### src/rtl/io_input_ctrl.sv
// Memory-mapped input controller: samples four raw input ports on a programmable tick,
// commits a value only after two consecutive matching samples, and flags changes via irq.
module io_input_ctrl #(
    parameter int unsigned PERIOD_W   = 16,
    parameter int unsigned RST_PERIOD = 255
) (
    input  logic        io_clk,
    input  logic        reset,
    input  logic [31:0] addr,
    input  logic        rd_en,
    input  logic        wr_en,
    input  logic [31:0] wr_data,
    input  logic [31:0] in_port0,
    input  logic [31:0] in_port1,
    input  logic [31:0] in_port2,
    input  logic [31:0] in_port3,
    output logic [31:0] io_read_data,
    output logic        irq
);

    typedef enum logic [0:0] {StStop, StRun} state_e;

    state_e              state_q;
    logic [PERIOD_W-1:0] cnt_q;
    logic [PERIOD_W-1:0] period_q;
    logic [3:0]          mask_q;
    logic [3:0]          chg_q;
    logic [31:0]         val_q  [4];
    logic [31:0]         cand_q [4];
    logic                irq_q;

    logic [31:0] in_w [4];
    logic [5:0]  sel;
    logic        wr_status, wr_ctrl, wr_period, wr_mask;
    logic        tick;
    logic [3:0]  commit;
    logic [3:0]  chg_d;

    assign in_w[0] = in_port0;
    assign in_w[1] = in_port1;
    assign in_w[2] = in_port2;
    assign in_w[3] = in_port3;

    assign sel       = addr[7:2];
    assign wr_status = wr_en && (sel == 6'd4);
    assign wr_ctrl   = wr_en && (sel == 6'd5);
    assign wr_period = wr_en && (sel == 6'd6);
    assign wr_mask   = wr_en && (sel == 6'd7);
    assign tick      = (state_q == StRun) && (cnt_q == period_q);

    // Only the decoded address bits and the period-wide slice of write data matter.
    logic unused_bits;
    assign unused_bits = ^{addr[31:8], addr[1:0], wr_data[31:PERIOD_W]};

    always_comb begin
        commit = '0;
        chg_d  = chg_q;
        for (int i = 0; i < 4; i++) begin
            commit[i] = tick && (in_w[i] == cand_q[i]) && (in_w[i] != val_q[i]);
            if ((rd_en && (sel == 6'(i))) || (wr_status && wr_data[i])) begin
                chg_d[i] = 1'b0;
            end
            // A commit on the same edge as a clear must win.
            if (commit[i]) begin
                chg_d[i] = 1'b1;
            end
        end
    end

    always_ff @(posedge io_clk) begin
        if (reset) begin
            state_q  <= StStop;
            cnt_q    <= '0;
            period_q <= PERIOD_W'(RST_PERIOD);
            mask_q   <= '0;
            chg_q    <= '0;
            irq_q    <= 1'b0;
            for (int i = 0; i < 4; i++) begin
                val_q[i]  <= '0;
                cand_q[i] <= '0;
            end
        end else begin
            if (wr_ctrl) begin
                state_q <= wr_data[0] ? StRun : StStop;
            end
            unique case (state_q)
                StStop: cnt_q <= '0;
                StRun:  cnt_q <= (wr_period || tick) ? '0 : cnt_q + 1'b1;
                default: cnt_q <= '0;
            endcase
            if (wr_period) begin
                period_q <= wr_data[PERIOD_W-1:0];
            end
            if (wr_mask) begin
                mask_q <= wr_data[3:0];
            end
            for (int i = 0; i < 4; i++) begin
                if (tick) begin
                    cand_q[i] <= in_w[i];
                end
                if (commit[i]) begin
                    val_q[i] <= in_w[i];
                end
            end
            chg_q <= chg_d;
            irq_q <= |(chg_q & mask_q);
        end
    end

    assign irq = irq_q;

    always_comb begin
        io_read_data = '0;
        case (sel)
            6'd0:    io_read_data = val_q[0];
            6'd1:    io_read_data = val_q[1];
            6'd2:    io_read_data = val_q[2];
            6'd3:    io_read_data = val_q[3];
            6'd4:    io_read_data = {28'b0, chg_q};
            6'd5:    io_read_data = {31'b0, state_q == StRun};
            6'd6:    io_read_data = 32'(period_q);
            6'd7:    io_read_data = {28'b0, mask_q};
            default: io_read_data = '0;
        endcase
    end

endmodule

### config.mk
export PLATFORM = sky130hd
export DESIGN_NAME = io_input_ctrl
export DESIGN_NICKNAME = d
export VERILOG_FILES = /design/src/rtl/io_input_ctrl.sv
export SDC_FILE = /design/constraint.sdc
export NUM_CORES = 1
export LEC_CHECK = 0
export CAP_MARGIN = 15
export CORE_ASPECT_RATIO = 0.8
export CORE_UTILIZATION = 55
export DETAILED_ROUTE_END_ITERATION = 8
export PLACE_DENSITY = 0.82
export SETUP_SLACK_MARGIN = 0.4
export SLEW_MARGIN = 10
export SYNTH_ARGS = -nofsm -noshare
export SYNTH_HDL_FRONTEND = slang
export SYNTH_SLANG_ARGS = --single-unit
### constraint.sdc
create_clock -name io_clk -period 5.9 [get_ports io_clk]
set_input_delay 1.18 -clock io_clk [delete_from_list [all_inputs] [get_ports io_clk]]
set_output_delay 1.18 -clock io_clk [all_outputs]
set_load 0.005 [all_outputs]
=== Word level (Yosys, flattened, before mapping) ===
Memory sizes are Yosys's and may differ from the RTL's.
Cells that the tools add are included.

* Shift-type cells: 0
* Equal/unequal tests: 16
* $mul: 0
* Reduce and logical (&&, ||, !) cells: 32
* Muxes and demuxes: 37
* Div/mod/pow operators: 0
* Add/subtract/negate cells: 1
* Bitwise operators: 10
* Magnitude comparators: 0

{| class="wikitable"
|+ Operators with widths
! operator !! number
|-
| 32-bit 2-to-1 mux || 8
|-
| 32-bit case mux with 8 select lines || 1
|-
| 32-bit equality test || 4
|-
| 32-bit != test || 4
|-
| 16-bit case mux with 2 select lines || 1
|-
| 1-bit 2-to-1 mux || 26
|-
| 6-bit by 3-bit equality test with 1-bit output (second input constant) || 4
|-
| 1-bit logical AND || 21
|-
| 16-bit by 1-bit adder with 16-bit output (second input constant) || 1
|-
| 16-bit equality test || 1
|-
| 16-bit 2-to-1 mux || 1
|-
| 6-bit by 2-bit equality test with 1-bit output (second input constant) || 2
|-
| 1-bit OR || 8
|-
| 2-bit nonzero test || 4
|-
| 6-bit by 1-bit equality test with 1-bit output (second input constant) || 1
|-
| 6-bit logical NOT || 1
|-
| 1-bit logical OR || 5
|-
| 4-bit bitwise AND || 1
|-
| 4-bit OR reduction || 1
|-
| 1-bit inverter || 1
|}

* Bits in registers: 42
* Bits in writable memories: 256
* Bits in read-only memories: 0
* Bits in latches: 0
* Memories: 2

{| class="wikitable"
|+ Memory list
! memory !! words !! width !! rd ports !! clocked after Yosys merged registers in !! wr ports !! RTL line !! RTL
|-
| cand_q || 4 || 32 || 4 || 0 || 4 || 29 || <nowiki>logic [31:0] cand_q [4];</nowiki>
|-
| val_q || 4 || 32 || 4 || 0 || 4 || 28 || <nowiki>logic [31:0] val_q [4];</nowiki>
|}

=== Logic depth before layout (Yosys ltp) ===
* Word-level depth: 8
* Gate-level depth with buffers: 8
* Depth with buffers taken out: 6

=== Worst setup path before layout ===
Ideal clock, no wire load.

* Kind: input port to flip-flop
* Start point: input in_port2[12]
* End point: memory val_q[2][0] (enable)
* Cell stages on the path: 5
* Data arrival time: 4.133 ns
* Library setup time: 0.466 ns
* Required time: 5.434 ns
* Slack: 1.301 ns
* Path through: xnor2_1 > nand4_1 > nor4_1 > nand3_1 > o21ai_0

{| class="wikitable"
|+ RTL lines
! what !! RTL line !! RTL
|-
| start, declared || 15 || <nowiki>input logic [31:0] in_port2,</nowiki>
|-
| end, declared || 28 ||
|}

=== Worst setup path in the final report ===
* Start point: input addr[5]
* End point: output io_read_data[7]

* Longest elaborated chain between the ends: 2

{| class="wikitable"
|+ Ends and longest elaborated chain
! what !! RTL line !! RTL
|-
| start, declared || 9 || <nowiki>input logic [31:0] addr,</nowiki>
|-
| 6-bit by 3-bit equality test with 1-bit output (tied with other cells) || 114 || <nowiki>case (sel)</nowiki>
|-
| 32-bit case mux with 8 select lines (*) || 114 ||
|-
| end, declared || 17 || <nowiki>output logic [31:0] io_read_data,</nowiki>
|}

Mark *: on every way between the ends. The rest lies on a longest branch, timed or not.

==> results.toml <==
[status]
status = "complete, no violations"

[sta]
fin_tns_setup_ps = 0
relSlewSlack = 0.371
max_freq_ghz = 0.194
worst_slack_ps = 735
maxSlewViolCount = 0
skew_ps = 14.5
finalSetupViolCount = 0
period_minus_slack_ps = 5170
tightest_slew_ps = 944
hold_viol_final = 0
fin_crit_sh = 0.875
rsz0062_at_grt = "no"

[clock_network]
ctsResizeCount = 0
cts_made_buffers = 31
clk_latency_ps = 560
clockRootBuffer = "clkbuf_16"
holdBufCountCts = 0
cts.clk_slew.worst_paths_ps = 60
post_cts_buffers = 0
clock_sinks = 298
htree_levels = 1
cts_buffer_depth = 3
cts_tree = "yes"

[placed_design]
dpl.hpwl_um = 30000
placed_cells = 1761
io_buffers = 186
place_area_um2 = 17300
dp_slack_ps = 777
routabilityCongestion = 0.981

[drt]
drc = 0
wl_met3_um = 4430
drt_pass1_iterations = 8
ant_nets = 0
vias_per_cell = 5.91
vias = 10700
wl_per_cell_um = 22.3
wl_met2_um = 18100
wl_um = 40500
dr.first_iter.drc_count = 1303
routedLengthMet1_um = 16400
routed.top_layer = "met4"

[yosys]
synth-simple-area-share = 0.193
synth_compound_area_frac = 0.0473
synth-seq-area-share = 0.568
mappedNetlistArea_um2 = 15000
synth-edff-count = 256
synthArstFlopShare = 0
netlist.area_leader.share = 0.512
synth.mux.area_fraction = 0.00667
yosys.cell_types.count = 40
synth_top_family_by_area = "simple AND/OR/NAND/NOR gates"
yosys_most_used_dff = "edfxtp_1"
ys_warn_count = 0
ys_seq_elements = 298
syn-num-nets = 1447
synth.area.top_cells = "edfxtp_1 (51%), and2_1 (9.4%), xor2_1 (8.5%)"
synth_xor_area_frac = 0.167
yosysTopAreaCell = "edfxtp_1"
synth.avg_cell_area_um2 = 12.0
syn_inst = 1250
synth_adder_area_share = 0.000834

[critical_path]
r2r_cells = 6
critPathKind = "in2out"
reg2reg_slack_ps = 2570
cp_max_fo = 12
crit_start = "addr[5]"
end_kind = "output pin"
crit_path_start_kind = "input port"
arrival_ps = 3990
r2r-start = "cnt_q[11]"
cp.required_ps = 4720
reg2reg_to = "cand_q[0][26]"

[global_routing]
grt_pass1_wl_um = 60800
grt_pass1_vias = 10400
grt_overflow = 0
grt_max_degree = 85
grt_usage = 0.290
antenna_found_initial = 1

[floorplan]
rows = 53
die_h_um = 150
core_area_um2 = 26500
ios = 229
start_util = 0.566
die_area_um2 = 28000
dieWidth_um = 187

[hold_path]
min_to = "mask_q[1]"
holdCritPathClass = "reg2reg"
hp-start = "mask_q[1]"
holdPathStages = 2

[pwr]
power_leakage_nw = 6.69
vdd_ir_drop_max_uv = 235
power.density_nw_per_um2 = 261

[cells_and_area]
finalInstanceArea_um2 = 18300
fin_util = 0.689
num_antenna_cells = 0
nNetsFinal = 1635
drive_gt1_frac = 0.0609
area_growth_pct = 21.8
layout_common_cells = "edfxtp_1 (256), and2_1 (226), clkdlybuf4s50_1 (186)"
final_cell_count_no_fill = 1818
final_common_cell = "edfxtp_1"

[flow_run]
drv_cap = 0
Yosys cell counts, drive strengths merged, types with 2 or more instances:
cell and instances:
a22oi 58, a21o 3, a222oi 8, nand3 25, nor3b 3, a41o 3
nand4 43, nor3 3, dfxtp 42, buf 14, inv 3, nor4 43
and2 226, o21ai 7, edfxtp 256, nand2 83, and3 35, xnor2 140
clkbuf 39, nor2 33, nor4b 2, a221oi 2, xor2 146, nand2b 3
mux2 6, a21oi 14
per-stage QoR:
| step | hold slack, ps | power, mW |
|---|---|---|
| floorplan | 446 | 2.60 |
| global placement | 461 | 2.83 |
| detailed placement | 466 | 2.84 |
| CTS | 478 | 4.78 |
| global route | 500 | 4.90 |
| finish | 478 | 4.77 |
worst max-delay path by stage:
stage,to,slack (ps),cells after the start
after CTS,io_read_data[6],780,8
final,io_read_data[7],730,8
after floorplan,val_q[2][0],1300,5
after global placement,io_read_data[7],830,8
after global routing,io_read_data[7],520,8
after detailed placement,io_read_data[7],780,8
final cells by class:
| type | count | area (µm²) |
|---|---|---|
| multi-input cells | 896 | 6250 |
| well taps | 357 | 447 |
| clock buffers | 37 | 798 |
| fillers | 1887 | 8240 |
| repair buffers | 208 | 2040 |
| clock inverters | 19 | 209 |
| flip-flops and latches | 298 | 8530 |
| inverters | 3 | 11.3 |
worst max-delay path: stages:
cell,delay (ps)
clkdlybuf4s50_1,400
nor3_1,440
nand2_1,260
nor2_1,490
buf_4,280
a22oi_1,110
o21ai_0,220
clkdlybuf4s50_1,600
per-layer routing:
layer	vias to the layer above	GRT usage
met2	557	0.451
met4	0	0.106
met3	84	0.0492
met1	5254	0.410
met5	-	0
li1	4846	-
power breakdown:
| group | total [mW] | internal, mW | leakage [nW] | switching, mW |
|---|---|---|---|---|
| Clock | 1.96 | 1.14 | 0.488 | 0.823 |
| Combinational | 0.401 | 0.197 | 3.25 | 0.204 |
| Sequential | 2.40 | 2.35 | 2.95 | 0.0546 |
| Total | 4.77 | 3.68 | 6.69 | 1.08 |
sequential cells by signal, indices dropped and copies added, names as in the netlist:
register  flops
val_q       128
cand_q      128
chg_q         4
irq           1
mask_q        4
cnt_q        16
period_q     16
state_q       1
cells by family after synthesis:
kind of cell             Yosys count
adder cells (fa/ha/maj)            1
XOR/XNOR                         286
flip-flops                       298
multiplexers                       8
AO/OA/AOI/OAI                     98
AND/OR/NAND/NOR                  503
buffers and inverters             56
No activity file was read; power rests on OpenSTA's default activity.
